$ cat src/rtl/uart_pkg.sv
// Purpose: shared types and constants for the UART transmit arbiter and its neighbours.
// Latency: n/a (declarations only).
// Backpressure: n/a.
//
// Contents: arbiter state enum, index-width helper, baud constants used by the transmitter.
package uart_pkg;

    typedef enum logic [1:0] {
        IDLE      = 2'd0,
        ISSUE     = 2'd1,
        WAIT_BUSY = 2'd2,
        WAIT_DONE = 2'd3
    } state_t;

    localparam int CLK_FREQ  = 10_000_000;
    localparam int BAUD_RATE = 9_600;

    // Width needed to index n items. Never returns zero, so a 1-bit field remains legal.
    function automatic int idx_w(input int n);
        return (n <= 2) ? 1 : $clog2(n);
    endfunction

endpackage

$ cat src/rtl/uart_tx_arb_rr_pick.sv
// Purpose: rotating-priority pick of the first valid requester at or after ptr, with wrap.
// Latency: combinational.
// Backpressure: none; the caller gates the result.
//
// Ports: req_valid (per-requester pending), ptr (search start),
//        gnt_oh (one-hot winner), gnt_idx (winner index), any (some requester valid).
module rr_pick #(
    parameter int NUM_REQ = 4,
    parameter int IDX_W   = 2
) (
    input  logic [NUM_REQ-1:0] req_valid,
    input  logic [IDX_W-1:0]   ptr,
    output logic [NUM_REQ-1:0] gnt_oh,
    output logic [IDX_W-1:0]   gnt_idx,
    output logic               any
);

    int          pos;
    logic [IDX_W-1:0] pos_s;

    always_comb begin
        gnt_oh  = '0;
        gnt_idx = '0;
        any     = 1'b0;
        pos     = 0;
        pos_s   = '0;
        // Walk ptr, ptr+1, ... with wrap; the first hit wins and later hits are masked by any.
        for (int k = 0; k < NUM_REQ; k++) begin
            pos   = (int'(ptr) + k) % NUM_REQ;
            pos_s = IDX_W'(pos);
            if (!any && req_valid[pos_s]) begin
                any           = 1'b1;
                gnt_idx       = pos_s;
                gnt_oh[pos_s] = 1'b1;
            end
        end
    end

endmodule

$ cat src/rtl/uart_tx_arb.sv
// Purpose: round-robin share of one UART byte transmitter among NUM_REQ requesters.
// Latency: accept at T, tx_start at T+1; re-arbitrates the cycle after tx_busy is seen low.
// Backpressure: req_ready is offered only in IDLE; the arbiter holds the transmitter until the frame ends.
//
// Ports: clk, rst_n (async active-low); req_valid/req_data/req_ready (requester side);
//        tx_start/tx_data/tx_busy (transmitter side); grant_id, active, err_timeout (status).
module uart_tx_arb
    import uart_pkg::*;
#(
    parameter int NUM_REQ       = 4,
    parameter int DATA_W        = 8,
    parameter int START_TIMEOUT = 16
) (
    input  logic                        clk,
    input  logic                        rst_n,
    input  logic [NUM_REQ-1:0]          req_valid,
    input  logic [NUM_REQ*DATA_W-1:0]   req_data,
    output logic [NUM_REQ-1:0]          req_ready,
    output logic                        tx_start,
    output logic [DATA_W-1:0]           tx_data,
    input  logic                        tx_busy,
    output logic [idx_w(NUM_REQ)-1:0]   grant_id,
    output logic                        active,
    output logic                        err_timeout
);

    localparam int IDX_W = idx_w(NUM_REQ);
    localparam int CNT_W = idx_w(START_TIMEOUT);

    state_t             state_q, state_d;
    logic [IDX_W-1:0]   ptr_q, ptr_d;
    logic [IDX_W-1:0]   grant_id_q, grant_id_d;
    logic [DATA_W-1:0]  tx_data_q, tx_data_d;
    logic [CNT_W-1:0]   cnt_q, cnt_d;
    logic               tx_start_q, tx_start_d;
    logic               err_timeout_q, err_timeout_d;
    logic               active_q, active_d;

    logic [NUM_REQ-1:0] pick_oh;
    logic [IDX_W-1:0]   pick_idx;
    logic               pick_any;
    logic [DATA_W-1:0]  pick_byte;

    rr_pick #(
        .NUM_REQ (NUM_REQ),
        .IDX_W   (IDX_W)
    ) u_rr_pick (
        .req_valid (req_valid),
        .ptr       (ptr_q),
        .gnt_oh    (pick_oh),
        .gnt_idx   (pick_idx),
        .any       (pick_any)
    );

    // Offering ready only on the winner in IDLE means any offer is also a transfer.
    assign req_ready = (state_q == IDLE) ? pick_oh : '0;

    always_comb begin
        pick_byte = '0;
        for (int i = 0; i < NUM_REQ; i++) begin
            if (pick_idx == IDX_W'(i)) begin
                pick_byte = req_data[i*DATA_W +: DATA_W];
            end
        end
    end

    always_comb begin
        state_d       = state_q;
        ptr_d         = ptr_q;
        grant_id_d    = grant_id_q;
        tx_data_d     = tx_data_q;
        cnt_d         = cnt_q;
        tx_start_d    = 1'b0;
        err_timeout_d = 1'b0;

        unique case (state_q)
            IDLE: begin
                if (pick_any) begin
                    state_d    = ISSUE;
                    tx_data_d  = pick_byte;
                    grant_id_d = pick_idx;
                    ptr_d      = (pick_idx == IDX_W'(NUM_REQ-1)) ? '0 : pick_idx + 1'b1;
                    // Registered so the pulse lines up with the ISSUE cycle.
                    tx_start_d = 1'b1;
                end
            end
            ISSUE: begin
                cnt_d   = '0;
                state_d = WAIT_BUSY;
            end
            WAIT_BUSY: begin
                // The error pulse was already launched a cycle earlier, so the abort
                // takes priority over a late tx_busy to keep pulse and abort paired.
                if (cnt_q == CNT_W'(START_TIMEOUT-1)) begin
                    state_d = IDLE;
                end else if (tx_busy) begin
                    state_d = WAIT_DONE;
                end else begin
                    if (cnt_q != '1) begin
                        cnt_d = cnt_q + 1'b1;
                    end
                    // Pre-decoded one cycle early so err_timeout is high in the cycle
                    // where the counter reaches START_TIMEOUT-1.
                    if (cnt_q == CNT_W'(START_TIMEOUT-2)) begin
                        err_timeout_d = 1'b1;
                    end
                end
            end
            WAIT_DONE: begin
                if (!tx_busy) begin
                    state_d = IDLE;
                end
            end
            default: state_d = IDLE;
        endcase

        active_d = (state_d != IDLE);
    end

    always_ff @(posedge clk or negedge rst_n) begin
        if (!rst_n) begin
            state_q       <= IDLE;
            ptr_q         <= '0;
            grant_id_q    <= '0;
            tx_data_q     <= '0;
            cnt_q         <= '0;
            tx_start_q    <= 1'b0;
            err_timeout_q <= 1'b0;
            active_q      <= 1'b0;
        end else begin
            state_q       <= state_d;
            ptr_q         <= ptr_d;
            grant_id_q    <= grant_id_d;
            tx_data_q     <= tx_data_d;
            cnt_q         <= cnt_d;
            tx_start_q    <= tx_start_d;
            err_timeout_q <= err_timeout_d;
            active_q      <= active_d;
        end
    end

    assign tx_start    = tx_start_q;
    assign tx_data     = tx_data_q;
    assign grant_id    = grant_id_q;
    assign active      = active_q;
    assign err_timeout = err_timeout_q;

endmodule

$ cat config.mk
export PLATFORM = sky130hd
export DESIGN_NAME = uart_tx_arb
export DESIGN_NICKNAME = d
export VERILOG_FILES = /design/src/rtl/uart_pkg.sv /design/src/rtl/uart_tx_arb_rr_pick.sv /design/src/rtl/uart_tx_arb.sv
export SDC_FILE = /design/constraint.sdc
export NUM_CORES = 1
export LEC_CHECK = 0
export CORE_ASPECT_RATIO = 0.7
export CORE_MARGIN = 3
export CORE_UTILIZATION = 45
export CTS_BUF_LIST = sky130_fd_sc_hd__clkbuf_2 sky130_fd_sc_hd__clkbuf_4 sky130_fd_sc_hd__clkbuf_8
export DETAILED_ROUTE_END_ITERATION = 8
export PLACE_DENSITY_LB_ADDON = 0.05
export RECOVER_POWER = 100
export SYNTH_ARGS = -nofsm -noshare
export SYNTH_HDL_FRONTEND = slang
export SYNTH_SLANG_ARGS = --single-unit
$ cat constraint.sdc
create_clock -name clk -period 8.9 [get_ports clk]
set_clock_uncertainty 0.05 [all_clocks]
set_input_delay 1.78 -clock clk [delete_from_list [all_inputs] [get_ports clk]]
set_output_delay 1.78 -clock clk [all_outputs]
set_load 0.05 [all_outputs]
==> metrics, run 1 <==
result of the run=complete, no violations; Pre-antenna DRT Iters=5; Async S/R FF share, synth=100.0%; total track usage=20.65%; Critical Path, Cell by Cell=dlygate4sd3_1, mux4_2, nor2b_1, a221o_1, a32o_1, dlygate4sd3_1; final hold violations=0; post-route minimum period=~6.5 ns; critical path data arrival time=4.69 ns; WP buf/inv=2; post-cts sizing count=0; post-synthesis register bit count=21; Slew @ Worst Pin=0.9083 ns; layout cells sized above 1=4.889%; Fillers=258; register area=525.5 sq um; initial core utilization=49.81%; maximum fanout along the worst path=10; # Post-CTS Setup Buffers=0; FF-to-FF Start=ptr_q[0]$_DFFE_PN0P_; footprint of the multi-input gates=slightly above 1000 sq um; post-route cell area=2253 sq um; Rows=17; Final #Nets=about 280; library cells used by synthesis=42; fmax=153.3 MHz; PD cells=385.1 nW/um^2; clock root buffer=clkbuf_8; Post-DP Area=2215 sq um; hold_sp=tx_data[3]$_DFFE_PN0P_; largest family of logic cells by synthesized area=compound AO/OA/AOI/OAI gates; CTS Sinks=21; Worst path max stage delay=0.87 ns; WL/cell=16.27 microns; Mapped Area=~1700 sq um; H-tree depth=1; kind of critical path=primary input to output port; clk slew on worst S/H paths=0.07 ns; sequential area share after synthesis=31.79%; vias post-DR=roughly 1600; number of remaining DRC errors=0; max-slew violation count=0; Synth Instances=176; Synth Area in Compound Gates=around 28%; Post-Route Utilization=about two thirds; register-to-register setup slack=4.90 ns; DR iter-0 viols=120; Worst Setup Start Kind=primary input; initial antenna violation count=0; I/O pin total=56; GRT overflow=0; Clock Path Buffers=2; xor and xnor area share after synthesis=0.5299%; Hold Crit Endpoint=tx_data[3]$_DFFE_PN0P_; setup violators final=0; synth top area cells=dfrtp_1 (32%), ha_1 (9.8%), a221o_1 (6.7%), a21oi_1 (5.8%), o211ai_1 (4.1%); Slowest-stage cell, CP=dlygate4sd3_1; Vias/cell=6.051; Port Buf Inserts=55; core outline area=between 3000 and 4000 sq um; Leak Pwr=0.0009439 uW; Synth Area in Adders=9.841%; post-synth top area cell=dfrtp_1; Hold Path Class=register to register; Total Neg Setup Slack=0 ns; hold depth=2; Die W=~78 microns; CP delay by family, top=buffers and inverters; final WL=4426 microns; total CTS buffers=3; slew margin rel.=39.25%; vias in the first global route=1542; Synth top area share=31.79%; YS warnings=0; n_diodes=0; largest net degree at the start of global routing=22; synthesized area per cell=9.391 sq um; chip height=56.71 microns; most used cell, CP=dlygate4sd3_1; clock latency on the worst-skew pair=0.26 ns; # hold bufs at CTS=0; Die ar.=4448 sq um; Final GP Congestion=just under 0.8; mux contribution to synthesized area=under 10%; peak supply drop=between 0.0002 and 0.00025 V; area growth from synthesis to layout=36.34%; ys flop type=dfrtp_1; Post-synth EDFFs=0; Reg-to-Reg End=tx_data[4]$_DFFE_PN0P_; Simple-Gate Fraction of Synth Area=17.18%; Final HPWL DP=3486 microns; CTS tree=yes; first-pass GRT wire length=just over 7000 microns; post-route ant nets=0; Setup crit end kind=output port; worst r2r path cells=11; Worst EP required=7.07 ns; Synthesized Nets=228; Max Cap Violations=0; Final Cycle Share=73.30%; RSZ-0062 raised after global routing=false
placed cells by master, fill, tap and decap left out, types with 2 or more instances in the layout:
| cell | count |
|---|---|
| a21oi_1 | 19 |
| a221o_1 | 11 |
| a311oi_1 | 3 |
| a31oi_1 | 3 |
| a32o_1 | 4 |
| clkbuf_8 | 3 |
| clkdlybuf4s50_1 | 35 |
| dfrtp_1 | 21 |
| dlygate4sd3_1 | 20 |
| ha_1 | 13 |
| inv_1 | 13 |
| mux2i_1 | 2 |
| mux4_2 | 3 |
| nand2_1 | 7 |
| nand2b_1 | 6 |
| nand3_1 | 2 |
| nand4_1 | 2 |
| nor2_1 | 14 |
| nor2b_1 | 4 |
| nor4bb_1 | 3 |
| o211ai_1 | 9 |
| o21ai_0 | 8 |
| o22ai_1 | 2 |
area by class of cell:
| class | count | area share (%) |
|---|---|---|
| clock inverter | 1 | 0.2221 |
| tap | 47 | 2.610 |
| timing repair buffer | 55 | 24.43 |
| clock buffer | 3 | 1.832 |
| inverter | 13 | 2.165 |
| sequential | 21 | 23.32 |
| multi-input combinational | 132 | 45.42 |
synth_stat cells (2+ instances only):
cell type / count
dfrtp_1: 21
a21oi_1: 19
nor2_1: 14
ha_1: 13
inv_1: 13
a221o_1: 11
o211ai_1: 9
clkbuf_1: 7
nand2_1: 7
o21ai_0: 7
nand2b_1: 6
a32o_1: 4
a311oi_1: 3
a31oi_1: 3
mux4_2: 3
nor2b_1: 3
nor4bb_1: 3
buf_2: 2
mux2i_1: 2
nand3_1: 2
nand4_1: 2
o22ai_1: 2
routing by layer:
layer  up-vias  share of wire (%)  global-route usage (%)
met3         9                7.1                   4.487
li1        769                  -                       -
met5         -                  0                       0
met4         0                1.8                   6.983
met2        82                 45                   30.12
met1       786                 46                   30.05
registers in the layout, summed over array words and instances, names as in the netlist:
signal / count
ptr_q: 2
state_q: 2
tx_data: 8
cnt_q: 4
err_timeout: 1
grant_id: 2
tx_start: 1
active: 1
cell families after synthesis:
kind of cell | after synthesis
AOI/OAI and AO/OA | 65
adders and majority gates | 13
DFF | 21
buffers and inverters | 23
and+or+nand+nor | 47
muxes | 6
xor gates and xnor gates | 1
worst reg2reg max path, cell delays in order (launching register included):
cell and delay [ns]:
dfrtp_1 0.67, inv_1 0.27, ha_1 0.49, mux4_2 0.45
nor2b_1 0.40, o21ai_0 0.22, nand2_1 0.18, ha_1 0.38
nor2b_1 0.21, a221o_1 0.33, o211ai_1 0.14, a21oi_1 0.10
report_power, final:
group	switching, uW	total, uW	internal [uW]
combinational	378	620	242
sequential	48.9	185	136
clock	31.6	62.8	31.2
worst max path at each step:
stage / start / to / slack (ns) / depth (start not counted)
global placement: req_valid[3] / req_ready[2] / 2.79 / 5
floorplan: req_valid[3] / req_ready[0] / 3.86 / 4
detailed placement: req_valid[3] / req_ready[3] / 2.72 / 5
global route: req_valid[3] / req_ready[1] / 2.26 / 6
finish: req_valid[3] / req_ready[3] / 2.38 / 6
CTS: req_valid[0] / req_ready[3] / 2.71 / 6
stage by stage:
stage	power (uW)	worst slack, ns	cells	hold WS [ns]
6_report	867.8	2.376	272	0.4406
5_1_grt	935.8	2.262	272	0.4952
2_1_floorplan	648.1	3.860	176	0.4977
4_1_cts	885.2	2.712	272	0.4536
3_3_place_gp	793.2	2.786	268	0.4163
3_5_place_dp	819.6	2.722	268	0.4324
Power figures use the tool's default switching activity.
==> inputs of run 2 (changes only) <==
==> constraint.sdc (replaced) <==
create_clock -name clk -period 6.2 [get_ports clk]
set_clock_uncertainty 0.05 [all_clocks]
set_input_delay 1.24 -clock clk [delete_from_list [all_inputs] [get_ports clk]]
set_output_delay 1.24 -clock clk [all_outputs]
set_load 0.05 [all_outputs]
==> metrics, run 2 (synthesis results as in run 1) <==
PD cells=~550 nW/um^2; maximum fanout along the worst path=10; clock share of power=7.4%; Clock Path Buffers=2; Fillers=267; initial antenna violation count=0; # hold bufs at CTS=0; Die W=78.44 microns; final hold violations=0; Setup crit end kind=output port; number of remaining DRC errors=0; Pre-antenna DRT Iters=4; setup violators final=0; kind of critical path=primary input to output port; post-cts sizing count=0; Final GP Congestion=roughly 0.8; CTS Sinks=21; Switching Fraction=a little over half; Max Cap Violations=0; Die ar.=4448 sq um; result of the run=complete, no violations; met2 usage=33.05%; commonest non-fill, non-tap cell in the layout=clkdlybuf4s50_1; core outline area=around 3300 sq um; Largest register FFs=8; largest net degree at the start of global routing=22; Worst EP required=4.91 ns; busiest grt layer=met2; H-tree depth=1; Final Cycle Share=87.58%; vias in the first global route=1546; hold slack=approximately 0.44 ns; layout cells sized above 1=4.889%; Hold Path Class=register to register; first-pass GRT wire length=7410 microns; fmax=between 150 and 200 MHz; Final HPWL DP=between 3000 and 4000 microns; max-slew violation count=0; final WL=4433 microns; Slew @ Worst Pin=0.9191 ns; I/O pin total=56; RSZ-0062 raised after global routing=false; area growth from synthesis to layout=36.49%; clock latency on the worst-skew pair=0.26 ns; CTS tree=yes; met1 usage=30.22%; post-route minimum period=5.430 ns; Final #Nets=278; n_diodes=0; Port Buf Inserts=55; DR iter-0 viols=107; GR Util met3=3.526%; Worst Setup Start Kind=primary input; total CTS buffers=3; most frequent cells in the layout=clkdlybuf4s50_1 (35), dfrtp_1 (21), dlygate4sd3_1 (20); initial core utilization=between 40 and 50%; GRT overflow=0; chip height=56.71 microns; Internal=592.7 uW; critical path data arrival time=4.14 ns; net switching power=roughly 660 uW; WL/cell=16.30 microns; vias post-DR=1609; part of the power in combinational logic=71.5%; # Post-CTS Setup Buffers=0; Leak Pwr=0.0009442 uW; clock root buffer=clkbuf_8; Rows=17; Flop pwr share=21.1%; total track usage=20.78%; Total Neg Setup Slack=0 ns; post-route ant nets=0; peak supply drop=0.0002752 V; clk slew on worst S/H paths=0.07 ns; slew margin rel.=38.52%; Vias/cell=just under 6
## run 2: cell count changes in the layout (fill, tap and decap cells not counted), sizes merged
cell	before	now
clkbuf	3	4
clkinv	1	0
## run 2: path summary, 6_finish.rpt
kind                            cells after the start  slack [ns]                       to                   start
worst max-delay path                                6        0.77             req_ready[2]            req_valid[3]
worst min-delay path                                2        0.44   tx_data[3]$_DFFE_PN0P_  tx_data[3]$_DFFE_PN0P_
worst max register to register                     11        2.18   tx_data[4]$_DFFE_PN0P_    ptr_q[0]$_DFFE_PN0P_
worst min register to register                      2        0.44   tx_data[3]$_DFFE_PN0P_  tx_data[3]$_DFFE_PN0P_
max in group asynchronous                           1        4.03       tx_start$_DFF_PN0_                   rst_n
min in group asynchronous                           1        1.51  grant_id[0]$_DFFE_PN0P_                   rst_n
## run 2: area by class of cell
| type | instances | area [sq um] | share of cell area [%] |
|---|---|---|---|
| Multi-Input combinational cell | 132 | 1023 | 45.37 |
| Inverter | 13 | 48.80 | 2.163 |
| Timing Repair Buffer | 55 | 550.5 | 24.40 |
| Tap cell | 47 | 58.81 | 2.607 |
| Clock buffer | 4 | 48.80 | 2.163 |
| Sequential cell | 21 | 525.5 | 23.29 |
## run 2: power groups by stage
stage          sequential [uW]  clock, uW  combinational (uW)
3_5_place_dp               266          0                 913
3_3_place_gp               260          0                 878
6_report                   265       92.5                 894
5_1_grt                    275        102                 963
2_1_floorplan              365          0                 566
4_1_cts                    266       94.7                 916
## run 2: metrics by stage
stage	utilization [%]	cell area, sq um	power [uW]	std cells	worst slack (ns)
2_1_floorplan	-	1653	930.4	176	2.240
4_1_cts	68.21	2263	1276	272	1.110
6_report	67.99	2256	1251	272	0.7701
5_1_grt	67.99	2256	1340	272	0.6602
3_5_place_dp	66.74	2215	1179	268	1.120
3_3_place_gp	66.74	2215	1139	268	1.166
## run 2: critical path: stages
cell and delay, ns:
dlygate4sd3_1 0.65, mux4_2 0.61, nor2b_1 0.39, a221o_1 0.22, a32o_1 0.16, dlygate4sd3_1 0.87
## run 2: per-layer routing
metal  vias to the layer above  share of wire, %
li1                        764                 -
met1                       767                46
met2                        76                47
met3                         2               6.6
met4                         0              0.32
met5                         -                 0
==> inputs of run 3 (changes only) <==
--- a/config.mk
+++ b/config.mk
@@ -11,7 +11,9 @@
 export CTS_BUF_LIST = sky130_fd_sc_hd__clkbuf_2 sky130_fd_sc_hd__clkbuf_4 sky130_fd_sc_hd__clkbuf_8
 export DETAILED_ROUTE_END_ITERATION = 8
 export PLACE_DENSITY_LB_ADDON = 0.05
-export RECOVER_POWER = 100
+export RECOVER_POWER = 50
+export SLEW_MARGIN = 20
 export SYNTH_ARGS = -nofsm -noshare
 export SYNTH_HDL_FRONTEND = slang
+export SYNTH_HIERARCHICAL = 1
 export SYNTH_SLANG_ARGS = --single-unit
==> metrics, run 3 <==
footprint of the multi-input gates=roughly 980 sq um; busiest grt layer=met2; Reg-to-Reg End=tx_data[3]$_DFFE_PN0P_; WP buf/inv=2; area growth from synthesis to layout=34.01%; result of the run=complete, no violations; kind of critical path=primary input to output port; initial core utilization=49.68%; largest net degree at the start of global routing=22; H-tree depth=1; PD cells=just under 600 nW/um^2; first-pass GRT wire length=7314 microns; total CTS buffers=3; post-synth top area cell=dfrtp_1; worst r2r path cells=11; Slew @ Worst Pin=about 0.97 ns; xor and xnor area share after synthesis=0%; Slowest-stage cell, CP=clkdlybuf4s50_1; peak supply drop=0.0003938 V; total power=1319 uW; Simple-Gate Fraction of Synth Area=18.55%; chip height=56.80 microns; hold slack=0.4629 ns; synthesized area per cell=9.017 sq um; max-slew violation count=0; Synth Instances=184; Worst path max stage delay=just under 0.8 ns; slew margin rel.=35.40%; post-cts sizing count=0; clock latency on the worst-skew pair=0.26 ns; I/O pin total=between 50 and 60; number of remaining DRC errors=0; register-to-register setup slack=around 2.5 ns; Final Cycle Share=84.55%; Worst EP required=just under 5 ns; CTS Sinks=21; final WL=4165 microns; GR Util met3=roughly 5.4%; final hold violations=0; Synth top area share=31.67%; setup violators final=0; initial antenna violation count=0; GRT overflow=0; # hold bufs at CTS=0; Max Cap Violations=0; Rows=17; Finished Layout Cells=277; YS warnings=6; commonest non-fill, non-tap cell in the layout=clkdlybuf4s50_1; RSZ-0062 raised after global routing=false; register area=525.5 sq um; Vias/cell=roughly 5.5; Port Buf Inserts=55; mux contribution to synthesized area=10.26%; Leak Pwr=0.0009590 uW; Levels on crit path=7; post-route minimum period=5.242 ns; clock root buffer=clkbuf_8; sequential area share after synthesis=31.67%; Critical Path, Cell by Cell=clkdlybuf4s50_1, mux4_2, nor4b_4, a22oi_1, o21ai_0, and2_1, clkdlybuf4s50_1; FF-to-FF Start=ptr_q[0]$_DFFE_PN0P_; # Post-CTS Setup Buffers=0; CP Capture Point=req_ready[1]; maximum fanout along the worst path=13; Async S/R FF share, synth=100.0%; Clock Path Buffers=2; n_diodes=0; vias in the first global route=1575; critical path data arrival time=3.95 ns; most frequent cell after synthesis=a21oi_1; core outline area=3339 sq um; Synth Area in Adders=8.296%; Final GP Congestion=0.8051; Fillers=282; Final HPWL DP=3234 microns; fmax=190.8 MHz; post-route cell area=2223 sq um; met2 usage=30.83%; Final #Nets=281; hold depth=2; clk slew on worst S/H paths=about 0.08 ns; met1 usage=around 29%; post-synthesis register bit count=21; synth top area cells=dfrtp_1 (32%), ha_1 (8.3%), a21oi_1 (7.8%), a221o_1 (4.8%), a22oi_1 (3.6%); Worst Setup Start Kind=primary input; most instantiated cells after synthesis=a21oi_1 (26), dfrtp_1 (21), inv_1 (15), nor2_1 (15), nand2_1 (14); Total Neg Setup Slack=0 ns; ys flop type=dfrtp_1; Post-synth EDFFs=0; Largest register FFs=8; Synthesized Nets=234; Pre-antenna DRT Iters=4; largest family of logic cells by synthesized area=compound AO/OA/AOI/OAI gates; vias post-DR=1532; CTS tree=yes; library cells used by synthesis=39; Setup crit end kind=output port; Hold Path Class=register to register; DR iter-0 viols=103; CP delay by family, top=buffers and inverters; Synth Area in Compound Gates=between 20% and 30%; Die W=78.58 microns; layout cells sized above 1=5.217%; Die ar.=4463 sq um; total track usage=approximately 20%; most frequent cells in the layout=clkdlybuf4s50_1 (51), a21oi_1 (26), dfrtp_1 (21); Post-DP Area=approximately 2200 sq um; WL/cell=15.04 microns; Mapped Area=1659 sq um; most used cell, CP=clkdlybuf4s50_1; Placed Cells incl. Taps=273; Worst Setup SP=req_valid[3]; post-route ant nets=0
## run 3: cell types whose count changed after synthesis, moves of 4 or more
cell	before	now
a22oi_1	0	8
nand3b_1	1	8
nand2b_1	6	2
a21oi_1	19	26
buf_6	1	5
nand2_1	7	14
clkbuf_1	7	3
o211ai_1	9	2
## run 3: tightest hold or removal path, cell delays in order, from the launching register on
cell	delay (ns)
dfrtp_1	0.36
nand2_1	0.05
o21ai_1	0.06
## run 3: area by class of cell
type,count,area share [%]
clock buffer,3,1.857
sequential,21,23.64
inverter,16,2.701
multi-input combinational,134,44.18
clock inverter,1,0.2251
timing repair buffer,55,24.76
tap,47,2.645
## run 3: kinds of logic (layout without fill, tap and decap cells)
group / Yosys count / in the layout
AO/OA/AOI/OAI: 56 / 56
AND/OR/NAND/NOR: 56 / 56
buffers and inverters: 29 / 75
flip-flops: 21 / 21
adder cells (fa/ha/maj): 11 / 11
multiplexers: 11 / 11
## run 3: worst min path at each step
stage,from,to,slack (ns)
after floorplan,cnt_q[3]$_DFFE_PN0P_,cnt_q[3]$_DFFE_PN0P_,0.42
after global placement,grant_id[0]$_DFFE_PN0P_,grant_id[0]$_DFFE_PN0P_,0.43
after detailed placement,grant_id[0]$_DFFE_PN0P_,grant_id[0]$_DFFE_PN0P_,0.43
after CTS,grant_id[0]$_DFFE_PN0P_,grant_id[0]$_DFFE_PN0P_,0.47
after global routing,cnt_q[3]$_DFFE_PN0P_,cnt_q[3]$_DFFE_PN0P_,0.51
final,grant_id[0]$_DFFE_PN0P_,grant_id[0]$_DFFE_PN0P_,0.46
## run 3: metrics by stage
stage	util [%]	setup slack [ns]
6_report	66.58	0.9576
3_5_place_dp	65.19	0.9515
5_1_grt	66.58	0.7819
4_1_cts	66.58	0.9519
2_1_floorplan	-	2.143
3_3_place_gp	65.19	1.071
## run 3: routing by layer
layer | vias to the layer above | routed length [microns]
met5 | - | 0
met4 | 0 | 32
li1 | 755 | -
met1 | 721 | 1938
met3 | 4 | 241
met2 | 52 | 1951
## run 3: where the power goes
group | total [uW] | switching (uW) | internal, uW
logic | 968 | 575 | 393
registers | 262 | 64.9 | 197
clock network | 88.9 | 44.2 | 44.7
